$ cat src/rtl/decoder_seq_nx2n_pkg.sv
// Shared types and helpers for the sequenced N-to-2^N decoder.
// Used by decoder_seq_nx2n and its scan_divider prescaler.
package decoder_pkg;

  typedef enum logic [1:0] {
    ST_IDLE   = 2'd0,
    ST_DECODE = 2'd1,
    ST_SCAN   = 2'd2
  } dec_state_t;

  // Widest decode the helper supports; callers cast the result down to their own width.
  localparam int ONEHOT_IDX_W = 8;
  localparam int ONEHOT_W     = 1 << ONEHOT_IDX_W;

  function automatic logic [ONEHOT_W-1:0] onehot(input logic [ONEHOT_IDX_W-1:0] idx,
                                                 input int unsigned             width);
    onehot = '0;
    if (32'(idx) < width) onehot[idx] = 1'b1;
  endfunction

endpackage

$ cat src/rtl/decoder_seq_nx2n_scan_divider.sv
// Prescaler for the scan sequencer: one-cycle tick every DIV enabled cycles.
// clr restarts the count from zero and suppresses the tick in that cycle.
module scan_divider
  import decoder_pkg::*;
#(
  parameter int DIV = 4
) (
  input  logic clk,
  input  logic rst_n,
  input  logic clr,
  input  logic en,
  output logic tick
);

  localparam int CW = $clog2(DIV + 1);

  logic [CW-1:0] cnt;

  assign tick = en & ~clr & (cnt == CW'(DIV - 1));

  always_ff @(posedge clk or negedge rst_n) begin
    if (!rst_n) begin
      cnt <= '0;
    end else if (clr) begin
      cnt <= '0;
    end else if (en) begin
      cnt <= tick ? '0 : cnt + 1'b1;
    end
  end

endmodule

$ cat src/rtl/decoder_seq_nx2n.sv
// Registered N-to-2^N one-hot decoder with enable and a built-in scan sequencer.
// Optional DEC_WRAP_PULSE_EN adds a one-cycle wrap output when the scan rolls over to line 0.
module decoder_seq_nx2n
  import decoder_pkg::*;
#(
  parameter int N        = 3,
  parameter int SCAN_DIV = 4
) (
  input  logic                clk,
  input  logic                rst_n,
  input  logic                en,
  input  logic                mode,
  input  logic [N-1:0]        i,
  input  logic                i_valid,
  output logic                i_ready,
  output logic [(1<<N)-1:0]   m,
  output logic                m_valid,
  output logic                busy
`ifdef DEC_WRAP_PULSE_EN
  ,
  output logic                wrap
`endif
);

  localparam int NOUT = 1 << N;

  dec_state_t      state, state_d;
  logic [N-1:0]    idx, idx_d, idx_inc;
  logic [NOUT-1:0] m_d;
  logic            m_valid_d;
  logic            handshake;
  logic            scan_entry;
  logic            scan_run;
  logic            tick;

  assign i_ready    = en & ~mode;
  assign handshake  = i_valid & i_ready;
  assign idx_inc    = idx + 1'b1;
  assign busy       = (state == ST_SCAN);
  assign scan_run   = (state == ST_SCAN);
  assign scan_entry = (state_d == ST_SCAN) && (state != ST_SCAN);

  always_comb begin
    state_d = ST_IDLE;
    if (en) state_d = mode ? ST_SCAN : ST_DECODE;
  end

  // Output and index next-values; entering a new mode always starts from a clean output.
  always_comb begin
    m_d       = m;
    m_valid_d = m_valid;
    idx_d     = idx;
    unique case (state_d)
      ST_DECODE: begin
        idx_d = '0;
        if (state != ST_DECODE) begin
          m_d       = '0;
          m_valid_d = 1'b0;
        end
        if (handshake) begin
          m_d       = NOUT'(onehot(ONEHOT_IDX_W'(i), NOUT));
          m_valid_d = 1'b1;
        end
      end
      ST_SCAN: begin
        if (scan_entry) begin
          idx_d     = i;
          m_d       = NOUT'(onehot(ONEHOT_IDX_W'(i), NOUT));
          m_valid_d = 1'b1;
        end else if (tick) begin
          idx_d = idx_inc;
          m_d   = NOUT'(onehot(ONEHOT_IDX_W'(idx_inc), NOUT));
        end
      end
      default: begin
        idx_d     = '0;
        m_d       = '0;
        m_valid_d = 1'b0;
      end
    endcase
  end

  scan_divider #(
    .DIV (SCAN_DIV)
  ) u_scan_divider (
    .clk   (clk),
    .rst_n (rst_n),
    .clr   (scan_entry),
    .en    (scan_run),
    .tick  (tick)
  );

  always_ff @(posedge clk or negedge rst_n) begin
    if (!rst_n) begin
      state   <= ST_IDLE;
      idx     <= '0;
      m       <= '0;
      m_valid <= 1'b0;
    end else begin
      state   <= state_d;
      idx     <= idx_d;
      m       <= m_d;
      m_valid <= m_valid_d;
    end
  end

`ifdef DEC_WRAP_PULSE_EN
  logic wrap_d;

  // Only a real advance out of the top line counts; the entry cycle never pulses.
  assign wrap_d = (state == ST_SCAN) && (state_d == ST_SCAN) && tick && (&idx);

  always_ff @(posedge clk or negedge rst_n) begin
    if (!rst_n) wrap <= 1'b0;
    else        wrap <= wrap_d;
  end
`endif

endmodule

$ cat config.mk
export PLATFORM = sky130hd
export DESIGN_NAME = decoder_seq_nx2n
export DESIGN_NICKNAME = d
export VERILOG_FILES = /design/src/rtl/decoder_seq_nx2n_pkg.sv /design/src/rtl/decoder_seq_nx2n_scan_divider.sv /design/src/rtl/decoder_seq_nx2n.sv
export SDC_FILE = /design/constraint.sdc
export NUM_CORES = 1
export LEC_CHECK = 0
export BUFFER_PORTS_ARGS = -buffer_cell sky130_fd_sc_hd__buf_2
export CAP_MARGIN = 0
export CORE_MARGIN = 2
export CORE_UTILIZATION = 52
export CTS_CLUSTER_SIZE = 14
export DETAILED_ROUTE_END_ITERATION = 8
export PLACE_DENSITY = 0.8
export SETUP_SLACK_MARGIN = 0.4
export SLEW_MARGIN = 10
export SYNTH_ARGS = -nofsm -noshare
export SYNTH_HDL_FRONTEND = slang
export SYNTH_SLANG_ARGS = --single-unit
export TNS_END_PERCENT = 10
$ cat constraint.sdc
create_clock -name clk -period 1.61 [get_ports clk]
set_input_delay 0.0805 -clock clk [delete_from_list [all_inputs] [get_ports clk]]
set_output_delay 0.0805 -clock clk [all_outputs]
set_load 0.02 [all_outputs]
* Word level (Yosys, flattened, before mapping)
Cells that the tools add are included.
** Operators by class
- $add $sub $neg :: 2
- Magnitude comparators :: 4
- Equality and inequality tests :: 9
- Muxes and demuxes :: 21
- Bitwise operators :: 6
- Reduce and logical (&&, ||, !) cells :: 6
** Operators by type and width (count)
- $mux W8 :: 4
- $lt A3 B9 Y1 const B :: 2
- $mux W3 :: 6
- $pmux W8 S2 :: 1
- $add A3 B1 Y3 const B :: 2
- $demux W1 S3 :: 2
- $ge A3 B1 Y1 const B :: 2
- $mux W1 :: 5
- $and A1 B1 Y1 :: 4
- $eq A2 B2 Y1 const B :: 2
- $mux W2 :: 2
- $ne A2 B1 Y1 const B :: 2
- $reduce_and A2 Y1 :: 2
- $eq A3 B2 Y1 const B :: 1
- $logic_and A1 B1 Y1 :: 3
- $ne A3 B1 Y1 const B :: 1
- $ne A3 B3 Y1 const B :: 1
- $eq A2 B1 Y1 const B :: 1
- $ne A2 B2 Y1 const B :: 1
- $not A1 Y1 :: 2
- $pmux W1 S2 :: 1
- $reduce_bool A2 Y1 :: 1
** Storage, ports and cells
- Bits in registers :: 17
- Input bits :: 8
- Output and inout port bits :: 11
- Word-level logic and storage cells :: 53

* Logic depth before layout (Yosys ltp)
Gate-level depths: netlist of run 1.
- Word-level depth :: 10
- Mapped depth :: 6
- Gate-level depth less buffers :: 5

* Modules after synthesis
A second synthesis of run 1 with hierarchy kept.
** Unflattened totals
- Cell total of the unflattened synthesis :: 89
- Area total of the unflattened synthesis :: 952.2 µm²
** Modules (own cells, without submodules)
- decoder_seq_nx2n :: instances 1, cells an instance 75, area an instance 797.0 µm², sequential area each 350.3 µm²
- scan_divider :: instances 1, cells an instance 14, area an instance 155.1 µm², sequential area each 75.1 µm²

* Worst setup path before layout of run 1
No wires, ideal clock.
- Kind :: reg-to-reg
- Start :: register u_scan_divider.cnt[0]
- End :: register m[0]
- Library setup time :: 124 ps
- Arrival :: 1165 ps
- Required time :: 1486 ps
- Setup slack :: 321 ps
- Cell stages (with the launch flop) :: 7
- Buffers on the path :: 1
- Period minus slack after synthesis :: 1289 ps
- Cell sequence :: dfrtp_1 > ha_1 > nand2b_1 > a31oi_1 > nor2b_1 > buf_4 > o2bb2ai_1
** On the way
- Word-level cells in the longest chain between the ends :: 4
** RTL lines
- start: declaration :: line decoder_seq_nx2n_scan_divider.sv:17 : logic [CW-1:0] cnt;
- start signal: assignment :: line decoder_seq_nx2n_scan_divider.sv:27 : cnt <= tick ? '0 : cnt + 1'b1;
- $eq A3 B2 Y1 :: line decoder_seq_nx2n_scan_divider.sv:19 : assign tick = en & ~clr & (cnt == CW'(DIV - 1));
- $and A1 B1 Y1 :: line decoder_seq_nx2n_scan_divider.sv:19
- $ne A3 B1 Y1 (no source line)
- $reduce_and A2 Y1 (no source line)
- end signal: assignment :: line decoder_seq_nx2n.sv:102 : m <= m_d;
- end: declaration :: line decoder_seq_nx2n.sv:16 : output logic [(1<<N)-1:0] m,
Every way passes these cells.
A chain may end at the register's enable or synchronous reset.

* Worst setup path in the final report of run 1
- Start :: register state[0]
- End :: register m[6]
** On the way
- Word-level cells in the longest chain between the ends :: 7
- Elaborated cells on any way between the ends :: 12
- Classes of those cells :: eq/ne: 5; mux: 2; bitwise: 3; reduce/logical: 2
** RTL lines
- start: declaration :: line decoder_seq_nx2n.sv:27 : dec_state_t state, state_d;
- start signal: assignment :: line decoder_seq_nx2n.sv:100 : state <= state_d;
- $ne A2 B2 Y1 :: line decoder_seq_nx2n.sv:41 : assign scan_entry = (state_d == ST_SCAN) && (state != ST_SCAN);
- $logic_and A1 B1 Y1 :: line decoder_seq_nx2n.sv:41
- $not A1 Y1 :: line decoder_seq_nx2n_scan_divider.sv:19
- $and A1 B1 Y1 (2 in a row) :: line decoder_seq_nx2n_scan_divider.sv:19
- $ne A3 B1 Y1 (no source line)
- $reduce_and A2 Y1 (no source line)
Several ways; a longest one is shown, not always the timed one.

==> impl_metrics.yaml, run 1 <==
final_layout:
  antenna_cells: 0
  nets: 127
  layout-drive-gt1-share_pct: 43.1
  syn_to_final_growth_pct: 38.7
  fin_area_sq_mm: 0.00128
placement:
  place.port_buffers: 18
  gp_congestion: 0.787
  dpl_cell_area_sq_mm: 0.00104
  hpwl_um: 1380
timing:
  max_freq_mhz: 737
  slew_violations: 0
  setup_violations: 0
  finalCritPeriodShare_pct: 84.3
  min_period_ps: 1360
  tns_ps: 0
  finalHoldViolations: 0
  skew_ps: 7.56
  worst_slew_pin_slew_ps: 362
  max_slew_margin_pct: 75.8
  rsz0062_at_grt: "true"
route:
  post_drt_via_cell_ratio: 6.08
  finalWirelength_um: 2220
  drc_errors: 0
  drt_first_iter_violations: 23
  antenna_left: 0
  drt-pass1-iter-count: 4
  via_count: 808
  post_drt_wl_per_cell_um: 16.7
power:
  ir_worst_vdd_v: 0.000628
  powerDensity_mw_per_mm2: 712
  cellLeakagePower_nw: 0.571
yosys:
  synth_seq_cells: 17
  yosysSeqAreaShare_pct: 46.1
  synth_area_per_cell_sq_um: 10.6
  synth_area_sq_um: 922
  yosysWarningCount: 0
  yosysUniqueCellTypes: 32
  syn_nets: 97
  synth_top_area_share_pct: 46.1
  yosys.area.top_type: "dfrtp_1"
  synthCells: 87
  synth_area_leaders: "dfrtp_1, o2bb2ai_1, a32oi_1"
worst_setup_path:
  cp_slowest_cell: "dfrtp_2"
  path_cells: "nand4b_1 -> nor2_2 -> a32oi_1 -> o2bb2ai_1"
  worst-setup-path-type: "register to register"
  cp.required_ps: 1830
  cp-start-kind: "register"
  path_max_fanout: 4
  worstPathArrival_ps: 1570
  crit_path_end_kind: "register"
  slowest_delay_ps: 450
floorplanning:
  die_h_um: 46.1
  io_pins: 19
  die_w_um: 46.1
  core_sq_mm: 0.00169
  start_util_pct: 54.6
  die_area_sq_mm: 0.00213
  core.rowCount: 15
global_route:
  top_usage_layer: "met2"
  grt_pass1_vias: 783
  grt_max_degree: 18
  antenna_found_initial: 0
  grt_overflow: 0
  gr-usage-met1_pct: 29.8
  grt_pass1_wl_um: 3540
  use_met2_pct: 40.8
  track_usage_pct: 23.9
  gr-usage-met3_pct: 7.06
clock_network:
  cts.sinks: 17
  cts_made_buffers: 3
  cts_tree: "built"
  clk_latency_ps: 290
  clk_pin_slew_ps: 90
  clock_path_buffers: 2
  htree_levels: 1
  root_buffer: "clkbuf_4"
run_status:
  status: "finished, final reports clean"
job:
  maxCapViolations: 0
worst_hold_path:
  hp-class: "input port to register"
-- state kept, by name, summed over array words and instances (netlist names) --
signal	count
state	2
u_scan_divider.cnt	3
m_valid	1
m	8
idx	3
-- final cells by class --
class | instances | area (sq um)
repair buffers | 28 | 210
fillers | 113 | 410
well taps | 17 | 21.3
multi-input cells | 65 | 586
clock buffers | 4 | 26.3
flip-flops and latches | 17 | 428
inverters | 2 | 7.51
-- path summary, 6_finish.rpt --
check / cells after the start / end / start / slack (ps)
min reg2reg: 1 / m[3]$_DFFE_PN0P_ / m[3]$_DFFE_PN0P_ / 490
max reg2reg: 4 / m[6]$_DFFE_PN0P_ / state[0]$_DFF_PN0_ / 250
max: 4 / m[6]$_DFFE_PN0P_ / state[0]$_DFF_PN0_ / 250
min: 3 / m_valid$_DFFE_PN0P_ / en / 80
max in group asynchronous: 2 / state[0]$_DFF_PN0_ / rst_n / 1100
min in group asynchronous: 2 / m[0]$_DFFE_PN0P_ / rst_n / 230
-- worst max-delay path, delay by kind of cell (launching register included) --
kind / cells / cell delay, ps
DFF: 1 / 450
and+or+nand+nor: 2 / 560
AOI/OAI and AO/OA: 2 / 270
-- placed cells by master, fill, tap and decap left out, types with 2 or more instances in the layout --
master,n
a211oi_2,3
a21oi_1,2
a22oi_1,3
a32oi_1,5
buf_2,17
buf_4,6
buf_6,2
clkbuf_4,3
dfrtp_1,15
dfrtp_2,2
ha_4,2
inv_1,2
nand2_1,6
nor2_1,7
nor2b_1,3
o2bb2ai_1,8
-- layer usage --
layer | vias up | routed length [um]
met2 | 23 | 1160
li1 | 383 | -
met1 | 399 | 945
met3 | 3 | 97
met5 | - | 0
met4 | 0 | 14
-- synth_stat cells --
master,number
buf_6,1
a31oi_1,1
nand2_1,7
nor2b_4,1
o211a_1,1
a22oi_1,3
nand4b_1,1
o21ai_2,1
a211oi_2,1
o22ai_1,1
nand3b_1,1
inv_1,2
o2bb2ai_1,8
ha_1,2
nor2b_1,4
xnor2_1,2
a21oi_1,2
and2_1,1
a32oi_1,5
a211oi_1,3
a21oi_2,1
o21ai_0,1
mux2i_1,1
dfrtp_1,17
a22o_1,1
nor4b_1,1
a211o_1,1
xor2_1,2
nand2b_1,2
nor2_1,9
and3_1,1
buf_4,2
-- cell families (layout without fill, tap and decap cells) --
group | Yosys count | count (layout) | synth area share (%)
adders and majority gates | 2 | 2 | 2.71
xor gates and xnor gates | 4 | 4 | 3.80
and+or+nand+nor | 28 | 28 | 16.1
muxes | 1 | 1 | 1.09
AOI/OAI and AO/OA | 30 | 30 | 26.5
DFF | 17 | 17 | 46.1
buffers and inverters | 5 | 34 | 3.66
-- timing repair --
item | CTS | global route
gates resized for setup | 21 | 3
endpoints found under the setup margin | 10 | 15
endpoints found under the hold margin | 17 | 0
pin swaps | 5 | 3
hold buffers | 1 | 0
gates cloned | 1 | 0
setup buffers | 6 | 1
-- stage by stage --
step	cells	setup WS, ps	util, %	power (mW)	hold WS (ps)
global placement	120	143	61.4	0.626	15.4
CTS	132	296	74.7	0.904	77.6
global route	133	190	75.7	0.953	96.7
finish	133	253	75.7	0.911	83.3
detailed placement	120	92.6	61.4	0.632	13.9
floorplan	87	392	-	0.581	-215
-- where the power goes --
part / internal [mW] / total (mW) / switching (mW) / leakage (nW)
Clock: 0.0966 / 0.220 / 0.123 / 0.0150
Sequential: 0.448 / 0.471 / 0.0230 / 0.227
Combinational: 0.101 / 0.220 / 0.119 / 0.329
Total: 0.646 / 0.911 / 0.265 / 0.571
Note: power is estimated with default switching activity, not from simulation.
==> run 2, diff against run 1 <==
--- a/config.mk
+++ b/config.mk
@@ -5,13 +5,14 @@
 export SDC_FILE = /design/constraint.sdc
 export NUM_CORES = 1
 export LEC_CHECK = 0
+export ABC_AREA = 1
 export BUFFER_PORTS_ARGS = -buffer_cell sky130_fd_sc_hd__buf_2
 export CAP_MARGIN = 0
 export CORE_MARGIN = 2
-export CORE_UTILIZATION = 52
+export CORE_UTILIZATION = 53
 export CTS_CLUSTER_SIZE = 14
 export DETAILED_ROUTE_END_ITERATION = 8
-export PLACE_DENSITY = 0.8
+export PLACE_DENSITY = 0.81
 export SETUP_SLACK_MARGIN = 0.4
 export SLEW_MARGIN = 10
 export SYNTH_ARGS = -nofsm -noshare
==> constraint.sdc (replaced) <==
create_clock -name clk -period 1.25 [get_ports clk]
set_input_delay 0.0625 -clock clk [delete_from_list [all_inputs] [get_ports clk]]
set_output_delay 0.0625 -clock clk [all_outputs]
set_load 0.02 [all_outputs]
==> impl_metrics.yaml, run 2 <==
yosys:
  yosysWarningCount: 0
  synthCells: 139
  synth_common_cells: "nand2_1, dfrtp_1, inv_1"
  synth_area_leaders: "dfrtp_1, nand2_1, inv_1"
  synth_area_per_cell_sq_um: 7.35
  yosysUniqueCellTypes: 21
  yosysMostFrequentCell: "nand2_1"
  syn_nets: 149
  async_flop_share_pct: 100
  yosys.area.top_type: "dfrtp_1"
  synth_top_area_share_pct: 41.6
  ys.flop_type: "dfrtp_1"
  synth_seq_cells: 17
  synth_area_sq_mm: 0.00102
  synth-edff-count: 0
  yosysSeqAreaShare_pct: 41.6
worst_setup_path:
  slowest_delay_ps: 400
  reg2reg_depth: 9
  cp.required_ps: 1500
  r2r_end: "m[5]$_DFFE_PN0P_"
  path_buf_inv: 1
  r2r_setup_slack_ps: 60
  crit_family: "simple AND/OR/NAND/NOR gates"
  crit_path_end_kind: "register"
  path_max_fanout: 3
  r2r_start: "idx[1]$_DFFE_PN0P_"
  cp_slowest_cell: "dfrtp_1"
  worstPathArrival_ps: 1450
  path_cells: "ha_4 -> inv_2 -> nand2_1 -> nand2_2 -> nor2_1 -> nand2_1 -> nand2_1 -> nand2_1 -> nand2_1"
  cp-start-kind: "register"
  cpMostUsedCell: "nand2_1"
  worst-setup-path-type: "register to register"
timing:
  setup_violations: 0
  slew_violations: 0
  worst_slew_pin_slew_ps: 383
  min_period_ps: 1190
  max_slew_margin_pct: 74.5
  rsz0062_at_grt: "true"
  finalCritPeriodShare_pct: 95.4
  holdWs_ps: 33.2
  finalHoldViolations: 0
  max_freq_mhz: 839
  skew_ps: 7.89
final_layout:
  n_fill_cell: 135
  final_common_cell: "nand2_1"
  regArea_sq_um: 428
  layout-drive-gt1-share_pct: 36.5
  nets: 181
  syn_to_final_growth_pct: 33.0
  regMostFlops: "m"
  layout_common_cells: "nand2_1, dfrtp_1, inv_1, buf_2"
  largest_reg_flops: 8
  multi_input_area_sq_um: 602
  reg_top3: "m (8), idx (3), u_scan_divider.cnt (3)"
  antenna_cells: 0
  fin_area_sq_mm: 0.00136
run_status:
  status: "finished, final reports clean"
placement:
  gp_congestion: 0.853
  place.port_buffers: 18
  dpl_cell_area_sq_mm: 0.00117
  hpwl_um: 1640
global_route:
  grt_max_degree: 18
  antenna_found_initial: 0
  grt_pass1_wl_um: 3710
  track_usage_pct: 24.0
  grt_overflow: 0
  grt_pass1_vias: 809
route:
  post_drt_wl_per_cell_um: 12.4
  drc_errors: 0
  post_drt_via_cell_ratio: 5.08
  finalWirelength_um: 2420
  antenna_left: 0
  via_count: 990
  drt-pass1-iter-count: 4
  drt_first_iter_violations: 25
power:
  intPower_mw: 0.869
  cellLeakagePower_nw: 0.747
  clkPwrFrac_pct: 23.9
  p_switching_mw: 0.448
  ir_worst_vdd_v: 0.000747
  powerDensity_mw_per_mm2: 968
  power_frac_seq_pct: 48.3
  swShare_pct: 34.0
  power_frac_comb_pct: 27.9
job:
  maxCapViolations: 0
clock_network:
  cts.sinks: 17
  htree_levels: 1
  root_buffer: "clkbuf_4"
  clock_path_buffers: 2
  clk_pin_slew_ps: 110
  cts_made_buffers: 3
  cts_tree: "built"
  clk_latency_ps: 300
worst_hold_path:
  hold_end: "idx[0]$_DFFE_PN0P_"
  whs_path_depth: 3
  hp-start: "i[0]"
  hp-class: "input port to register"
floorplanning:
  die_w_um: 47.9
  die_area_sq_mm: 0.00230
  die_h_um: 47.9
  start_util_pct: 57.9
  core.rowCount: 15
  io_pins: 19
  core_sq_mm: 0.00176
run 2: cell types whose count changed after synthesis, moves of 4 or more:
cell and change:
a32oi_1 -5, inv_1 +11, nand2_1 +54, nand3_1 +8, nor2_4 +4, nor2b_1 -4
o2bb2ai_1 -8
run 2: per-stage QoR:
| step | worst slack (ps) | cells | util [%] | total power, mW | TNS (ps) |
|---|---|---|---|---|---|
| floorplan | 138 | 139 | - | 0.841 | 0 |
| global placement | 83.2 | 183 | 66.5 | 0.916 | 0 |
| detailed placement | 44.3 | 183 | 66.5 | 0.929 | 0 |
| CTS | 67.5 | 194 | 73.2 | 1.26 | 0 |
| global route | -21.7 | 195 | 77.1 | 1.38 | -73.0 |
| finish | 57.5 | 195 | 77.1 | 1.32 | 0 |
run 2: power groups by stage:
stage / Clock, mW / Sequential, mW / Combinational [mW]
2_1_floorplan: 0 / 0.652 / 0.190
3_3_place_gp: 0 / 0.640 / 0.276
3_5_place_dp: 0 / 0.643 / 0.286
4_1_cts: 0.304 / 0.634 / 0.324
5_1_grt: 0.332 / 0.641 / 0.406
6_report: 0.314 / 0.636 / 0.367
run 2: cells by family (layout without fill, tap and decap cells):
family	count (synthesis)	count (layout)	synth area share, %
AND/OR/NAND/NOR	96	97	44.9
flip-flops	17	17	41.6
buffers and inverters	17	47	6.98
AO/OA/AOI/OAI	7	7	4.04
adder cells (fa/ha/maj)	2	2	2.45
run 2: worst max path at each step:
stage	from	to	slack, ps	cells after the start
detailed placement	idx[1]$_DFFE_PN0P_	m[0]$_DFFE_PN0P_	40	9
CTS	idx[0]$_DFFE_PN0P_	m[0]$_DFFE_PN0P_	70	9
global placement	idx[1]$_DFFE_PN0P_	m[2]$_DFFE_PN0P_	80	8
finish	idx[1]$_DFFE_PN0P_	m[5]$_DFFE_PN0P_	60	9
global route	state[0]$_DFF_PN0_	m[3]$_DFFE_PN0P_	-20	8
floorplan	state[1]$_DFF_PN0_	m[2]$_DFFE_PN0P_	140	8
run 2: area by class of cell:
cell class              count  share of cell area [%]
clock inverters             1                   0.368
multi-input cells         106                    44.3
repair buffers             26                    14.5
well taps                  25                    2.30
clock buffers               3                    1.66
inverters                  17                    5.43
flip-flops and latches     17                    31.5
run 2: worst reg2reg max path, cell delays in order (launching register included):
cell and delay (ps):
dfrtp_1 400, ha_4 160, inv_2 40, nand2_1 60
nand2_2 60, nor2_1 150, nand2_1 90, nand2_1 60
nand2_1 50, nand2_1 60
run 2: layer usage:
metal / global-route usage, % / wire length [um] / up-vias / share of wire [%]
met5: 0 / 0 / - / 0
met4: 13.0 / 67 / 0 / 2.8
met3: 4.15 / 124 / 9 / 5.1
met2: 34.4 / 1110 / 44 / 46
met1: 34.1 / 1120 / 444 / 46
li1: - / - / 493 / -
run 2: repair_timing:
item,CTS,global route
hold endpoints to repair,18,0
resized for setup,10,19
hold buffers,2,0
gates cloned,1,0
setup endpoints to repair,25,25
pin swaps,8,4
setup buffers,4,1
